==> src/rtl/buffered_coupler.sv <==
// Joins a stream of lane-select masks with NUM_ELEMENTS independent lane streams.
// Each beat holds the lane data picked by its mask and carries the mask's last flag.
module buffered_coupler #(
    parameter int NUM_ELEMENTS   = 4,
    parameter int DATA_WIDTH     = 32,
    parameter int MASK_DEPTH     = 8,
    parameter int LANE_DEPTH     = 4,
    parameter int CONSUME_UNKEPT = 0
) (
    input  logic                               clk,
    input  logic                               rst_n,
    input  logic [NUM_ELEMENTS:0]              mask_data,
    input  logic                               mask_valid,
    output logic                               mask_ready,
    input  logic [NUM_ELEMENTS*DATA_WIDTH-1:0] in_data,
    input  logic [NUM_ELEMENTS-1:0]            in_keep,
    input  logic [NUM_ELEMENTS-1:0]            in_valid,
    output logic [NUM_ELEMENTS-1:0]            in_ready,
    output logic [NUM_ELEMENTS*DATA_WIDTH-1:0] out_data,
    output logic [NUM_ELEMENTS-1:0]            out_keep,
    output logic                               out_last,
    output logic                               out_valid,
    input  logic                               out_ready,
    output logic [31:0]                        beat_count,
    output logic [31:0]                        packet_count
);
    localparam int MAW = $clog2(MASK_DEPTH);
    localparam int LAW = $clog2(LANE_DEPTH);
    localparam int LW  = NUM_ELEMENTS * DATA_WIDTH;
    localparam logic [MAW:0] MASK_PTR_ONE = 1;
    localparam logic [LAW:0] LANE_PTR_ONE = 1;

    // Mask FIFO: head is read combinationally so a join can fire the edge after the write.
    logic [NUM_ELEMENTS:0] mask_mem_q [MASK_DEPTH];
    logic [MAW:0]          mask_wr_q;
    logic [MAW:0]          mask_rd_q;
    logic                  mask_full;
    logic                  mask_empty;
    logic                  mask_push;
    logic [NUM_ELEMENTS:0] mask_head;
    logic [NUM_ELEMENTS-1:0] mask_keep;
    logic                  mask_last;

    logic [NUM_ELEMENTS-1:0] lane_nonempty;
    logic [NUM_ELEMENTS-1:0] lane_head_keep;
    logic [LW-1:0]           lane_head_data;
    logic [NUM_ELEMENTS-1:0] lane_pop;
    logic [NUM_ELEMENTS-1:0] required;
    logic                    join_ok;
    logic                    load;
    logic                    out_fire;

    logic [LW-1:0]           out_data_q, out_data_d;
    logic [NUM_ELEMENTS-1:0] out_keep_q, out_keep_d;
    logic                    out_last_q, out_last_d;
    logic                    out_valid_q, out_valid_d;
    logic [31:0]             beat_count_q, beat_count_d;
    logic [31:0]             packet_count_q, packet_count_d;

    assign mask_empty = (mask_wr_q == mask_rd_q);
    assign mask_full  = (mask_wr_q[MAW] != mask_rd_q[MAW]) &&
                        (mask_wr_q[MAW-1:0] == mask_rd_q[MAW-1:0]);
    assign mask_ready = rst_n && !mask_full;
    assign mask_push  = mask_valid && mask_ready;
    assign mask_head  = mask_mem_q[mask_rd_q[MAW-1:0]];
    assign mask_keep  = mask_head[NUM_ELEMENTS:1];
    assign mask_last  = mask_head[0];

    always_ff @(posedge clk) begin
        if (mask_push) begin
            mask_mem_q[mask_wr_q[MAW-1:0]] <= mask_data;
        end
    end

    always_ff @(posedge clk or negedge rst_n) begin
        if (!rst_n) begin
            mask_wr_q <= '0;
            mask_rd_q <= '0;
        end else begin
            if (mask_push) mask_wr_q <= mask_wr_q + MASK_PTR_ONE;
            if (load)      mask_rd_q <= mask_rd_q + MASK_PTR_ONE;
        end
    end

    for (genvar gi = 0; gi < NUM_ELEMENTS; gi++) begin : g_lane
        logic [DATA_WIDTH:0] mem_q [LANE_DEPTH];
        logic [LAW:0]        wr_q;
        logic [LAW:0]        rd_q;
        logic                full;
        logic                push;
        logic [DATA_WIDTH:0] head;

        assign full  = (wr_q[LAW] != rd_q[LAW]) && (wr_q[LAW-1:0] == rd_q[LAW-1:0]);
        assign in_ready[gi] = rst_n && !full;
        assign push  = in_valid[gi] && in_ready[gi];
        assign head  = mem_q[rd_q[LAW-1:0]];
        assign lane_nonempty[gi] = (wr_q != rd_q);
        assign lane_head_keep[gi] = head[DATA_WIDTH];
        assign lane_head_data[gi*DATA_WIDTH +: DATA_WIDTH] = head[DATA_WIDTH-1:0];

        always_ff @(posedge clk) begin
            if (push) begin
                mem_q[wr_q[LAW-1:0]] <= {in_keep[gi], in_data[gi*DATA_WIDTH +: DATA_WIDTH]};
            end
        end

        always_ff @(posedge clk or negedge rst_n) begin
            if (!rst_n) begin
                wr_q <= '0;
                rd_q <= '0;
            end else begin
                if (push)         wr_q <= wr_q + LANE_PTR_ONE;
                if (lane_pop[gi]) rd_q <= rd_q + LANE_PTR_ONE;
            end
        end
    end

    // Unkept lanes only gate the join (and get popped) when CONSUME_UNKEPT is set.
    assign required = (CONSUME_UNKEPT != 0) ? '1 : mask_keep;
    assign join_ok  = !mask_empty && ((required & ~lane_nonempty) == '0);
    assign load     = join_ok && (!out_valid_q || out_ready);
    assign lane_pop = load ? required : '0;
    assign out_fire = out_valid_q && out_ready;

    always_comb begin
        out_data_d     = out_data_q;
        out_keep_d     = out_keep_q;
        out_last_d     = out_last_q;
        out_valid_d    = out_valid_q;
        beat_count_d   = beat_count_q + (out_fire ? 32'd1 : 32'd0);
        packet_count_d = packet_count_q + ((out_fire && out_last_q) ? 32'd1 : 32'd0);
        if (load) begin
            for (int i = 0; i < NUM_ELEMENTS; i++) begin
                out_data_d[i*DATA_WIDTH +: DATA_WIDTH] =
                    mask_keep[i] ? lane_head_data[i*DATA_WIDTH +: DATA_WIDTH] : '0;
                out_keep_d[i] = mask_keep[i] && lane_head_keep[i];
            end
            out_last_d  = mask_last;
            out_valid_d = 1'b1;
        end else if (out_ready) begin
            out_valid_d = 1'b0;
        end
    end

    always_ff @(posedge clk or negedge rst_n) begin
        if (!rst_n) begin
            out_data_q     <= '0;
            out_keep_q     <= '0;
            out_last_q     <= 1'b0;
            out_valid_q    <= 1'b0;
            beat_count_q   <= '0;
            packet_count_q <= '0;
        end else begin
            out_data_q     <= out_data_d;
            out_keep_q     <= out_keep_d;
            out_last_q     <= out_last_d;
            out_valid_q    <= out_valid_d;
            beat_count_q   <= beat_count_d;
            packet_count_q <= packet_count_d;
        end
    end

    assign out_data     = out_data_q;
    assign out_keep     = out_keep_q;
    assign out_last     = out_last_q;
    assign out_valid    = out_valid_q;
    assign beat_count   = beat_count_q;
    assign packet_count = packet_count_q;
endmodule

==> config.mk <==
export PLATFORM = sky130hd
export DESIGN_NAME = buffered_coupler
export DESIGN_NICKNAME = d
export VERILOG_FILES = /design/src/rtl/buffered_coupler.sv
export SDC_FILE = /design/constraint.sdc
export NUM_CORES = 1
export LEC_CHECK = 0
export ABC_AREA = 1
export BUFFER_PORTS_ARGS = -buffer_cell sky130_fd_sc_hd__buf_4
export CAP_MARGIN = 5
export CELL_PAD_IN_SITES_DETAIL_PLACEMENT = 0
export CELL_PAD_IN_SITES_GLOBAL_PLACEMENT = 1
export CORE_ASPECT_RATIO = 1.4
export CORE_MARGIN = 5
export CORE_UTILIZATION = 51
export DETAILED_ROUTE_END_ITERATION = 12
export MAX_ROUTING_LAYER = met4
export PLACE_DENSITY_LB_ADDON = 0.12
export SYNTH_ARGS = -nofsm -noshare
export SYNTH_HDL_FRONTEND = slang
export SYNTH_SLANG_ARGS = --single-unit
==> constraint.sdc <==
create_clock -name clk -period 4.3 [get_ports clk]
set_input_delay 0.86 -clock clk [delete_from_list [all_inputs] [get_ports clk]]
set_output_delay 0.86 -clock clk [all_outputs]
set_load 0.005 [all_outputs]
# Word-level counts from Yosys, hierarchy flattened
# Memories as Yosys holds them, arrays and structs flattened.
# Cells that the tools add are included.
# classes
n_addsub,12
eq_ne,15
n_mux,19
bitwise_logic,2
n_reduce_logical,33
# op_table
operator,count
$mux 32,4
$add 32x1->32,2
$add 3x1->3 const B,8
$logic_and 1x1->1,23
$mux 1,14
$ne 3x3->1,4
$add 4x1->4 const B,2
$eq 2x2->1,4
$logic_not 1->1,7
$ne 1x1->1,5
$and 4x4->4,1
$eq 4x4->1,1
$logic_not 4->1,1
$mux 4,1
$not 4->4,1
$eq 3x3->1,1
$reduce_bool 2->1,1
$logic_or 1x1->1,1
# totals
register_bits,230
ram_bits,568
input_bits,145
output_inout_bits,203
word_cells,102
memories,5
# memory_table
name,words,width,read_ports,rd_ports_with_merged_regs,wr,line_no,rtl
g_lane[0].mem_q,4,33,1,0,1,86,logic [DATA_WIDTH:0] mem_q [LANE_DEPTH];
g_lane[1].mem_q,4,33,1,0,1,86,
g_lane[2].mem_q,4,33,1,0,1,86,
g_lane[3].mem_q,4,33,1,0,1,86,
mask_mem_q,8,5,1,0,1,34,logic [NUM_ELEMENTS:0] mask_mem_q [MASK_DEPTH];

# Longest topological paths before layout
# depth
ltp_word,7
depth_mapped,15

# Least setup slack after synthesis
# Ideal clock, no wire load.
# synth_timing
path_type,input -> register
startpoint,input port rst_n
endpoint,memory g_lane[1].mem_q[3][0] (netlist bit) (enable)
arrival_ps,2587
path_slack_ps,1287
stages,4
path_buffers,0
cell_sequence,nand2_1 inv_1 nand2_1 nor2_1
# synth_between
elab_chain_cells,4
# synth_lines
item,line_no,rtl
"start, declared",11,"input logic rst_n,"
$logic_and 1x1->1,94,assign in_ready[gi] = rst_n && !full;
via in_ready[1],18,"output logic [NUM_ELEMENTS-1:0] in_ready,"
$logic_and 1x1->1,95,assign push = in_valid[gi] && in_ready[gi];
$mux 1,102,if (push) begin
$mux 1 (not written as such),103,"mem_q[wr_q[LAW-1:0]] <= {in_keep[gi], in_data[gi*DATA_WIDTH +: DATA_WIDTH]};"
"end, declared",86,
# The timed path passes the listed nets, and every way through them passes these cells.

# Final worst setup path
# layout_timing
startpoint,register mask_rd_q[1]
endpoint,output port mask_ready
# layout_between
elab_chain_cells,4
# layout_lines
item,line_no,rtl
"start, declared",36,logic [MAW:0] mask_rd_q;
"start signal, assigned",81,if (load) mask_rd_q <= mask_rd_q + MASK_PTR_ONE;
$eq 3x3->1,62,(mask_wr_q[MAW-1:0] == mask_rd_q[MAW-1:0]);
$logic_and 1x1->1,61,assign mask_full = (mask_wr_q[MAW] != mask_rd_q[MAW]) &&
$logic_not 1->1,63,assign mask_ready = rst_n && !mask_full;
$logic_and 1x1->1,63,
"end, declared",14,"output logic mask_ready,"
# No other way between the ends.

==> flow_summary.json <==
{
  "synth_seq_area_share": 0.728,
  "grt_pass1_wl_um": 115000,
  "cts_buffers": 77,
  "crit_fanout": 15,
  "ys_async_sr_fraction": 0.288,
  "route.detailed.drc": 0,
  "ys_types": 32,
  "ctsLongestPathBuffers": 3,
  "drt-vias-per-instance": 5.38,
  "firstDrtPassIters": 6,
  "peakVddDrop_uv": 531,
  "wire_per_inst_um": 19.6,
  "finalCritPeriodShare": 0.761,
  "finalClockSkew_ps": 28.5,
  "max_freq_mhz": 306,
  "start_util": 0.515,
  "fp.dieArea_um2": 66600,
  "portBuffers": 347,
  "path_cells": "inv_1, nand2_1, nand4_1, nor2_1, nand2_1, nand2_1, inv_1, buf_4",
  "worst_slack_ps": 1030,
  "antenna_found_initial": 8,
  "htree_levels": 3,
  "slowest_stage": "dfrtp_1",
  "worst_setup_path_start_kind": "flip-flop",
  "setup_viol": 0,
  "num_rows": 107,
  "slew_headroom": 0.441,
  "finalHoldViolations": 0,
  "arrival_ps": 2410,
  "path_delay_family": "flip-flops",
  "synth_area_per_cell_um2": 12.2,
  "finalSetupTns_ps": 0,
  "worstPathRequired_ps": 3440,
  "netlist_instances": 2579,
  "syn_nets": 2750,
  "vias": 20455,
  "power.leakage_nw": 14.8,
  "clkTransAtPathRegs_ps": 60,
  "power.density_nw_per_um2": 687,
  "die_h_um": 303,
  "clock_latency_ps": 610,
  "worst-path-buf-inv": 3,
  "cts-root-buf": "clkbuf_16",
  "power_mw": 25.8,
  "die_w_um": 220,
  "synth_area_um2": 31400,
  "worstSetupPathType": "flip-flop to output pin",
  "post_cts_buffers": 0,
  "grt_max_degree": 83,
  "multi_input_area_um2": 7670,
  "cts.repair.resized": 0,
  "yosys_warnings": 0,
  "core-area_um2": 60900,
  "cts_tree": "built",
  "place_congestion": 0.824,
  "drtIter0Drc": 1258,
  "worstMarginPinSlew_ps": 839,
  "hold_class": "primary input to asynchronous set/reset pin",
  "hpwl_um": 47300,
  "dp_slack_ps": 1260,
  "grt_usage": 0.228,
  "slew_violations": 0,
  "cp-end-kind": "output pin",
  "gr-total-overflow": 0,
  "fin_crit_ps": 3270,
  "postRouteAntennaNets": 0,
  "drive_gt1_frac": 0.186,
  "cts_sinks": 798,
  "final_cell_mix": "568 x edfxtp_1, 542 x nand2_1, 384 x buf_4, 266 x o21ai_0, 259 x nor2_1",
  "totalWireLength_um": 74400,
  "cpMostUsedCell": "nand2_1",
  "hold_buffers": 0,
  "critical-path-max-stage-delay_ps": 690,
  "area_delta_synth_final_pct": 19.7,
  "final_common_cell": "edfxtp_1",
  "synth-edff-count": 568,
  "drv_cap": 0,
  "ioPinCount": 348,
  "final_nets": 3083,
  "ys_seq_elements": 798,
  "ys.flop_type": "edfxtp_1",
  "grt_pass1_vias": 20718,
  "regArea_um2": 22800,
  "fin_area_um2": 37500,
  "final.fill_count": 4906,
  "rsz0062_at_grt": "no",
  "placed_area_um2": 35000,
  "status": "finished clean"
}
-- layer usage --
| layer | GRT usage | share of wire | wire length, um |
|---|---|---|---|
| met1 | 0.267 | 0.39 | 28900 |
| met3 | 0.0477 | 0.064 | 4780 |
| met2 | 0.395 | 0.52 | 38900 |
| met4 | 0.0721 | 0.024 | 1800 |
| met5 | - | 0 | 0 |
-- worst reg2reg max path, stage by stage (launching register included) --
cell and delay [ps]:
dfrtp_1 690, inv_1 360, nand3_1 170, nand3_1 100, nand3_1 130, nand2_1 90, nor2_4 200, nand3_4 420
buf_4 440, nand2_1 110, o21ai_1 60
-- path summary, 6_finish.rpt --
check,from,endpoint,slack [ps],cells past startpoint
setup / recovery,mask_rd_q[1]$_DFFE_PN0P_,mask_ready,1030,8
hold / removal,rst_n,g_lane[0].rd_q[1]$_DFFE_PN0P_,140,1
setup reg to reg,mask_rd_q[1]$_DFFE_PN0P_,out_data[99]$_DFFE_PN0P_,1380,10
hold reg to reg,beat_count[31]$_DFF_PN0_,beat_count[31]$_DFF_PN0_,480,1
max in group asynchronous,rst_n,packet_count[24]$_DFF_PN0_,2350,3
min in group clk,in_data[42],g_lane[1].mem_q[2][10]$_DFFE_PP_,450,1
-- sequential cells by signal, summed over array words and instances, names as in the netlist --
name / count
g_lane.wr_q: 12
beat_count: 32
g_lane.rd_q: 12
out_last: 1
mask_rd_q: 4
packet_count: 32
mask_mem_q: 40
mask_wr_q: 4
out_valid: 1
g_lane.mem_q: 528
out_keep: 4
out_data: 128
-- logic make-up after synthesis --
family                   after synthesis  share of synthesized area
multiplexers                           1                   0.000319
AO/OA/AOI/OAI                        510                     0.0901
adder cells (fa/ha/maj)               26                     0.0104
flip-flops                           798                      0.728
AND/OR/NAND/NOR                      926                      0.117
XOR/XNOR                              81                     0.0226
buffers and inverters                237                     0.0318
-- layout make-up --
| cell class | count | share of cell area |
|---|---|---|
| Sequential cell | 798 | 0.608 |
| Multi-Input combinational cell | 1544 | 0.204 |
| Timing Repair Buffer | 395 | 0.0825 |
| Clock buffer | 102 | 0.0554 |
| Tap cell | 817 | 0.0272 |
| Clock inverter | 39 | 0.0126 |
| Inverter | 96 | 0.00960 |
| Antenna cell | 8 | 0.000533 |
-- Yosys cell counts (5+ instances only) --
| cell type | instances | share of area |
|---|---|---|
| inv_1 | 91 | 0.011 |
| edfxtp_1 | 568 | 0.54 |
| a21oi_1 | 38 | 0.0061 |
| o21ai_1 | 66 | 0.011 |
| buf_6 | 10 | 0.0036 |
| buf_2 | 15 | 0.0024 |
| buf_1 | 11 | 0.0013 |
| inv_2 | 5 | 0.00060 |
| xor2_1 | 52 | 0.015 |
| clkbuf_1 | 99 | 0.012 |
| nor2_1 | 275 | 0.033 |
| nand3_1 | 54 | 0.0086 |
| o22ai_1 | 101 | 0.020 |
| o21ai_0 | 266 | 0.042 |
| nor4_1 | 5 | 0.0010 |
| o21ai_2 | 6 | 0.0017 |
| xnor2_1 | 29 | 0.0081 |
| nor3_1 | 13 | 0.0021 |
| a32oi_1 | 33 | 0.0092 |
| dfrtp_1 | 230 | 0.18 |
| nand2_1 | 542 | 0.065 |
| ha_1 | 26 | 0.010 |
| nand4_1 | 29 | 0.0058 |
-- stage by stage --
step | util | instances | hold slack (ps)
after floorplan | - | 2579 | 460
after global placement | 0.574 | 3650 | 463
after detailed placement | 0.574 | 3650 | 471
after CTS | 0.616 | 3791 | 105
after global routing | 0.616 | 3799 | 131
final | 0.616 | 3799 | 137
-- where the power goes --
| part | total, mW | internal [mW] | switching, mW |
|---|---|---|---|
| clock | 6.82 | 3.98 | 2.84 |
| combinational | 8.54 | 2.93 | 5.61 |
| sequential | 10.5 | 9.66 | 0.792 |
Note: power is estimated with default switching activity, not from simulation.
